==> src/rtl/ifmap_buf_ctrl.sv <==
// Sequencer for the FC-layer ifmap buffer: loads one vector from an input stream,
// then replays it a configured number of passes to the MAC array.
//
// state  | meaning
// IDLE   | waiting for start_i; latches len/rep
// LOAD   | accepting len input bytes into buffer addresses 0..len-1
// STREAM | reading buffer 0..len-1 per pass, rep passes, valid/ready output
// DONE   | one-cycle done_o pulse, then back to IDLE
module ifmap_buf_ctrl #(
    parameter int DEPTH = 128,
    parameter int AW    = 7,
    parameter int LW    = 8,
    parameter int RW    = 8
) (
    input  logic          clk,
    input  logic          rst,
    input  logic          start_i,
    input  logic [LW-1:0] cfg_len_i,
    input  logic [RW-1:0] cfg_rep_i,
    output logic          busy_o,
    output logic          done_o,
    input  logic          in_valid_i,
    output logic          in_ready_o,
    output logic          out_valid_o,
    input  logic          out_ready_i,
    output logic          out_last_o,
    output logic          buf_rden_o,
    output logic          buf_wren_o,
    output logic [AW-1:0] buf_rdptr_o,
    output logic [AW-1:0] buf_wrptr_o
);

    localparam logic [1:0] S_IDLE   = 2'd0;
    localparam logic [1:0] S_LOAD   = 2'd1;
    localparam logic [1:0] S_STREAM = 2'd2;
    localparam logic [1:0] S_DONE   = 2'd3;

    localparam logic [LW-1:0] DEPTH_L = LW'(DEPTH);

    logic [1:0]    state;
    logic [LW-1:0] len;
    logic [RW-1:0] passes_left;
    logic [AW-1:0] wr_cnt;
    logic [AW-1:0] rd_idx;
    logic          out_valid;
    logic          out_last;

    logic [LW-1:0] len_clamped;
    logic [LW-1:0] len_m1;
    logic          wr_last;
    logic          rd_last;
    logic          reads_left;
    logic          issue;
    logic          accept_in;
    logic          accept_out;

    assign len_clamped = (cfg_len_i > DEPTH_L) ? DEPTH_L : cfg_len_i;
    assign len_m1      = len - LW'(1);
    assign wr_last     = (LW'(wr_cnt) == len_m1);
    assign rd_last     = (LW'(rd_idx) == len_m1);
    // passes_left counts passes whose final index has not been issued yet
    assign reads_left  = (passes_left != '0);
    assign issue       = (state == S_STREAM) && reads_left && (!out_valid || out_ready_i);
    assign accept_in   = (state == S_LOAD) && in_valid_i;
    assign accept_out  = out_valid && out_ready_i;

    always_ff @(posedge clk) begin
        if (rst) begin
            state       <= S_IDLE;
            len         <= '0;
            passes_left <= '0;
            wr_cnt      <= '0;
            rd_idx      <= '0;
            out_valid   <= 1'b0;
            out_last    <= 1'b0;
        end else begin
            case (state)
                S_IDLE: begin
                    if (start_i) begin
                        len         <= len_clamped;
                        passes_left <= cfg_rep_i;
                        state       <= (len_clamped == '0) ? S_DONE : S_LOAD;
                    end
                end
                S_LOAD: begin
                    if (accept_in) begin
                        if (wr_last) begin
                            wr_cnt <= '0;
                            state  <= (passes_left == '0) ? S_DONE : S_STREAM;
                        end else begin
                            wr_cnt <= wr_cnt + AW'(1);
                        end
                    end
                end
                S_STREAM: begin
                    if (issue) begin
                        if (rd_last) begin
                            rd_idx      <= '0;
                            passes_left <= passes_left - RW'(1);
                        end else begin
                            rd_idx <= rd_idx + AW'(1);
                        end
                    end
                    if (accept_out && out_last && !reads_left) begin
                        state <= S_DONE;
                    end
                end
                default: begin
                    state <= S_IDLE;
                end
            endcase

            // Buffer read latency is one cycle, so valid/last follow the issue by one cycle
            if (issue) begin
                out_valid <= 1'b1;
                out_last  <= rd_last;
            end else if (accept_out) begin
                out_valid <= 1'b0;
                out_last  <= 1'b0;
            end
        end
    end

    assign busy_o      = (state != S_IDLE);
    assign done_o      = (state == S_DONE);
    assign in_ready_o  = (state == S_LOAD);
    assign buf_wren_o  = accept_in;
    assign buf_wrptr_o = (state == S_LOAD) ? wr_cnt : '0;
    assign buf_rden_o  = issue;
    assign buf_rdptr_o = (state == S_STREAM) ? rd_idx : '0;
    assign out_valid_o = out_valid;
    assign out_last_o  = out_last;

endmodule

==> config.mk <==
export PLATFORM = sky130hd
export DESIGN_NAME = ifmap_buf_ctrl
export DESIGN_NICKNAME = d
export VERILOG_FILES = /design/src/rtl/ifmap_buf_ctrl.sv
export SDC_FILE = /design/constraint.sdc
export NUM_CORES = 1
export LEC_CHECK = 0
export CELL_PAD_IN_SITES_DETAIL_PLACEMENT = 0
export CELL_PAD_IN_SITES_GLOBAL_PLACEMENT = 2
export CORE_ASPECT_RATIO = 0.75
export CORE_MARGIN = 4
export CORE_UTILIZATION = 32
export DETAILED_ROUTE_END_ITERATION = 8
export PLACE_DENSITY_LB_ADDON = 0.1
export SETUP_SLACK_MARGIN = 0.15
export SYNTH_ARGS = -nofsm -noshare
export SYNTH_HDL_FRONTEND = slang
export SYNTH_SLANG_ARGS = --single-unit
==> constraint.sdc <==
create_clock -name clk -period 4.7 [get_ports clk]
set_input_delay 0.94 -clock clk [delete_from_list [all_inputs] [get_ports clk]]
set_output_delay 0.94 -clock clk [all_outputs]
set_load 0.01 [all_outputs]
# Word level (Yosys, flattened, before mapping)
# Index checks and enable logic that the tools add are counted.
word_totals:
  ff_bits: 34
  inputBits: 21
  out_inout_bits: 21
  elab_cells: 63
classes:
  n_addsub: 4
  n_lt_le_gt_ge: 1
  n_eq_ne: 11
  muxes: 19
  n_reduce_logical: 21
op_table:
  columns: ["cell", "count"]
  rows:
  - ["$mux 8", 4]
  - ["$mux 7", 4]
  - ["$eq 7x8->1", 2]
  - ["$logic_not 8->1", 2]
  - ["$pmux 8 s2", 1]
  - ["$sub 8x1->8 const B", 2]
  - ["$add 7x1->7 const B", 2]
  - ["$mux 2", 5]
  - ["$gt 8x8->1 const B", 1]
  - ["$ne 2x2->1 const B", 4]
  - ["$reduce_and 4->1", 2]
  - ["$reduce_bool 8->1", 1]
  - ["$logic_and 1x1->1", 6]
  - ["$pmux 2 s3", 1]
  - ["$reduce_and 2->1", 3]
  - ["$reduce_bool 2->1", 3]
  - ["$eq 2x2->1 const B", 2]
  - ["$mux 1", 4]
  - ["$ne 2x1->1 const B", 2]
  - ["$eq 2x1->1 const B", 1]
  - ["$logic_not 1->1", 2]
  - ["$logic_not 2->1", 1]
  - ["$logic_or 1x1->1", 1]

# Logic depth before layout (Yosys ltp)
depth:
  ltp_word: 6
  mapped_depth: 11
  depth_no_buf: 9

# Worst setup path after synthesis
# No wires, ideal clock.
synth_timing:
  path_kind: "flip-flop to flip-flop"
  start: "register len[0]"
  end: "register passes_left[7]"
  setup_ns: 0.091
  arrival_time_ns: 2.702
  required_ns: 4.609
  setup_slack_ns: 1.907
  stages_incl_launch_ff: 9
  path_buffers: 1
  synth_period_minus_slack_ns: 2.793
  cell_sequence: "dfxtp_1 -> buf_6 -> or4_4 -> nor4_1 -> xor2_1 -> nand4b_1 -> or4_4 -> or4_1 -> a311oi_1"
synth_via:
  elab_chain_cells: 4
synth_rtl:
  columns: ["element", "line", "source"]
  rows:
  - ["from (decl)", "41", "logic [LW-1:0] len;"]
  - ["from (signal assigned)", "80", "len <= len_clamped;"]
  - ["$sub 8x1->8", "58", "assign len_m1 = len - LW'(1);"]
  - ["$eq 7x8->1", "60", "assign rd_last = (LW'(rd_idx) == len_m1);"]
  - ["$ne 2x2->1 (no source line)", null, null]
  - ["$reduce_and 4->1 (no source line)", null, null]
  - ["to (signal assigned)", "81", "passes_left <= cfg_rep_i;"]
  - ["to (signal assigned)", "99", "passes_left <= passes_left - RW'(1);"]
  - ["to (decl)", "42", "logic [RW-1:0] passes_left;"]
# Every way passes these cells.
# A chain may end at the register's enable or synchronous reset.

# Final worst setup path
layout_timing:
  start: "input port out_ready_i"
  end: "output port buf_rden_o"
layout_via:
  elab_chain_cells: 2
layout_rtl:
  columns: ["element", "line", "source"]
  rows:
  - ["from (decl)", "25", "input logic out_ready_i,"]
  - ["$logic_or 1x1->1", "63", "assign issue = (state == S_STREAM) && reads_left && (!out_valid || out_ready_i);"]
  - ["$logic_and 1x1->1", "63", null]
  - ["to (decl)", "27", "output logic buf_rden_o,"]
# Every way passes these cells.

==> summary.md <==
| Metric | Value |
|---|---|
| Initial DRC count | 102 |
| Area Growth Syn to Fin | 25.6% |
| GRT Total Usage | 0.156 |
| CTS root buf | clkbuf_8 |
| Post-CTS Repair Setup Buffers | 0 |
| Final worst-path cycle share | 0.791 |
| Max-slew violations | 0 |
| Initial antenna violation count | 0 |
| Post_cts resized | 0 |
| CTS Buf Count | 5 |
| Pint | 0.000685 W |
| Gpl congestion | 0.770 |
| FF+latch count, synth | 34 |
| Area leader, netlist | dfxtp_1 |
| Crit Path Class | in2out |
| Static leakage | 1.02 nW |
| Critical path peak fanout | 7 |
| Drt pass-1 iters | 4 |
| CTS tree | done |
| Final Skew | 6.70 ps |
| Ranking of synthesized cells by area | dfxtp_1, a21oi_1, xor2_1 |
| Final Non-Filler Cells | 410 |
| CORE AREA | 0.00680 mm² |
| Peak Freq | 269 MHz |
| Max VDD drop | roughly 0.00018 V |
| RSZ-0062 raised after global routing | false |
| Largest net degree at the start of global routing | 27 |
| Initial Util | 0.328 |
| Total die area | 0.00839 mm² |
| Synthesized cell area | 0.00223 mm² |
| Fin crit period | 3720 ps |
| Top Family by Delay on Critical Path | buffers and inverters |
| Final HPWL DP | 4.58 mm |
| Final setup viols | 0 |
| First-pass GRT wire length | 10.5 mm |
| Mapped Nets | 317 |
| Top_reg_cell synth | dfxtp_1 |
| Number of flops mapped to enable cells by yosys | 0 |
| Clk pwr share | 0.200 |
| Most numerous cell in the Yosys netlist | dfxtp_1 |
| Post-CTS Hold Buffers | 0 |
| # rows | 26 |
| Worst setup SP type | input port |
| WL final | 6.24 mm |
| CTS clock-pin slew for the worst setup and hold paths | 70 ps |
| Final instance area | between 0.002 and 0.003 mm² |
| Synth Area per Inst | 7.78 µm² |
| DIE HEIGHT | 80.3 µm |
| Critical Path Most Common Cell | clkdlybuf4s50_1 |
| Residual DRC | 0 |
| Status | completed |
| CTS Buffer Depth | 2 |
| CTS Sinks | 34 |
| CP endpoint kind | primary output |
| Seq pwr share | 0.347 |
| H-tree Lvls | 2 |
| Share of cells above drive strength 1 | 0.0613 |
| Netlist cell types | between 50 and 60 |
| Final nets | 355 |
| IO buf count | 41 |
| Cell Chain, Critical Path | clkdlybuf4s50_1 > nand2b_1 > nor2b_1 > clkdlybuf4s50_1 |
| GRT overflow | 0 |
| Via count | 2114 |
| Part of the power in combinational logic | 0.453 |
| Net Sw Power | ~0.00048 W |
| Critical path arrival | 2780 ps |
| DP Cell Count | about 400 |
| Die X | 104 µm |
| Max-cap viol count | 0 |
| Vias per inst | 5.16 |
| Required time of the worst setup path | approximately 3800 ps |
| Area of placed instances | approximately 0.0027 mm² |
| DRT antenna net count | 0 |
| Async set-or-reset flop fraction in the synthesized netlist | 0 |
| CP peak stage delay | between 600 and 700 ps |
| Slew HR | 0.475 |
| Switch share | 0.411 |
| Worst-skew pair later-pin latency | 290 ps |
| Post-Syn Instances | 287 |
| Fin util | 0.412 |
| Top Ports | 42 |
| Setup TNS | 0 ps |
| PD cells | 415 mW/mm² |
| Yosys warns | 0 |
| Seq/Total Area, Yosys | 0.305 |
| Class of the most critical hold timing path | reg2reg |
| Number of global-route vias before repair | between 2000 and 2500 |
| Routed len/inst | 15.2 µm |
| Worst Max-Slew Pin Slew | 786 ps |
| Diodes inserted | 0 |
| Fin. Hold Viols | 0 |
| Critical path buffers and inverters | 2 |
| Synth top cells by count | dfxtp_1, a21oi_1, nor2_1 |
| Worst path slowest cell | clkdlybuf4s50_1 |
| Yosys top cell area share | 0.305 |
[registers in the layout, indices dropped and copies added (netlist names)]
register and flops:
passes_left 8, wr_cnt 7, out_last_o 1, len 8, rd_idx 7, state 2
out_valid_o 1
[layer usage]
metal	part of all wire	GRT usage
met3	0.050	0.0297
met4	0.011	0.0478
met5	0	0
met1	0.55	0.242
met2	0.39	0.211
[placed cells by master (no fill, tap or decap), types with 2 or more instances in the layout]
master / instances
o211ai_1: 3
dfxtp_1: 34
or4_4: 2
xnor2_1: 11
a311oi_1: 2
inv_1: 10
clkdlybuf4s50_1: 41
o21ai_0: 8
or2_2: 2
buf_4: 5
nor2_1: 28
nand3_1: 6
nor3_1: 5
ha_1: 9
xor2_1: 13
nand4_1: 3
clkbuf_8: 6
or4_1: 2
nor2b_1: 3
o31ai_1: 2
and3_1: 4
o22ai_1: 4
nor3b_1: 10
or3_1: 6
nor4_1: 6
a31oi_1: 3
and2_1: 13
mux2i_1: 2
a211oi_1: 5
a21oi_1: 32
nand2_1: 22
nand2b_1: 3
[cell families after synthesis]
kind of cell	count (synthesis)	share of synthesized area
and+or+nand+nor	121	0.294
buffers and inverters	26	0.0516
AOI/OAI and AO/OA	70	0.191
adders and majority gates	10	0.0555
DFF	34	0.305
muxes	2	0.00897
xor gates and xnor gates	24	0.0942
[metrics by stage]
stage          total power, W  setup WS [ps]  hold WS, ps
6_report              0.00116            982          473
5_1_grt               0.00127            881          510
4_1_cts               0.00118           1000          472
3_5_place_dp         0.000936            950          459
3_3_place_gp         0.000938            976          458
2_1_floorplan        0.000766           1910          442
[power groups by stage]
stage               Clock [W]  Combinational (W)  Sequential [W]
finish               0.000232           0.000527        0.000403
global route         0.000257           0.000595        0.000414
CTS                  0.000243           0.000531        0.000402
detailed placement          0           0.000528        0.000408
global placement            0           0.000529        0.000410
floorplan                   0           0.000382        0.000384
[tightest hold or removal path, cell delays in order, from the launching register on]
cell and delay, ps:
dfxtp_1 320, nand2_1 60, a21oi_1 50
[final cells by class]
cell class	count	area [µm²]
clock buffer	7	86.3
fill	707	4000
timing repair buffer	46	448
multi-input combinational	227	1440
sequential	34	681
tap	84	105
clock inverter	1	5.00
inverter	11	41.3
[worst paths after layout]
| check | from | cells after the start | slack [ps] | endpoint |
|---|---|---|---|---|
| setup / recovery | out_ready_i | 4 | 980 | buf_rden_o |
| hold / removal | len[7] | 2 | 470 | len[7] |
| setup reg to reg | state[0] | 9 | 1550 | passes_left[7] |
| hold reg to reg | len[7] | 2 | 470 | len[7] |
Note: power is estimated with default switching activity, not from simulation.
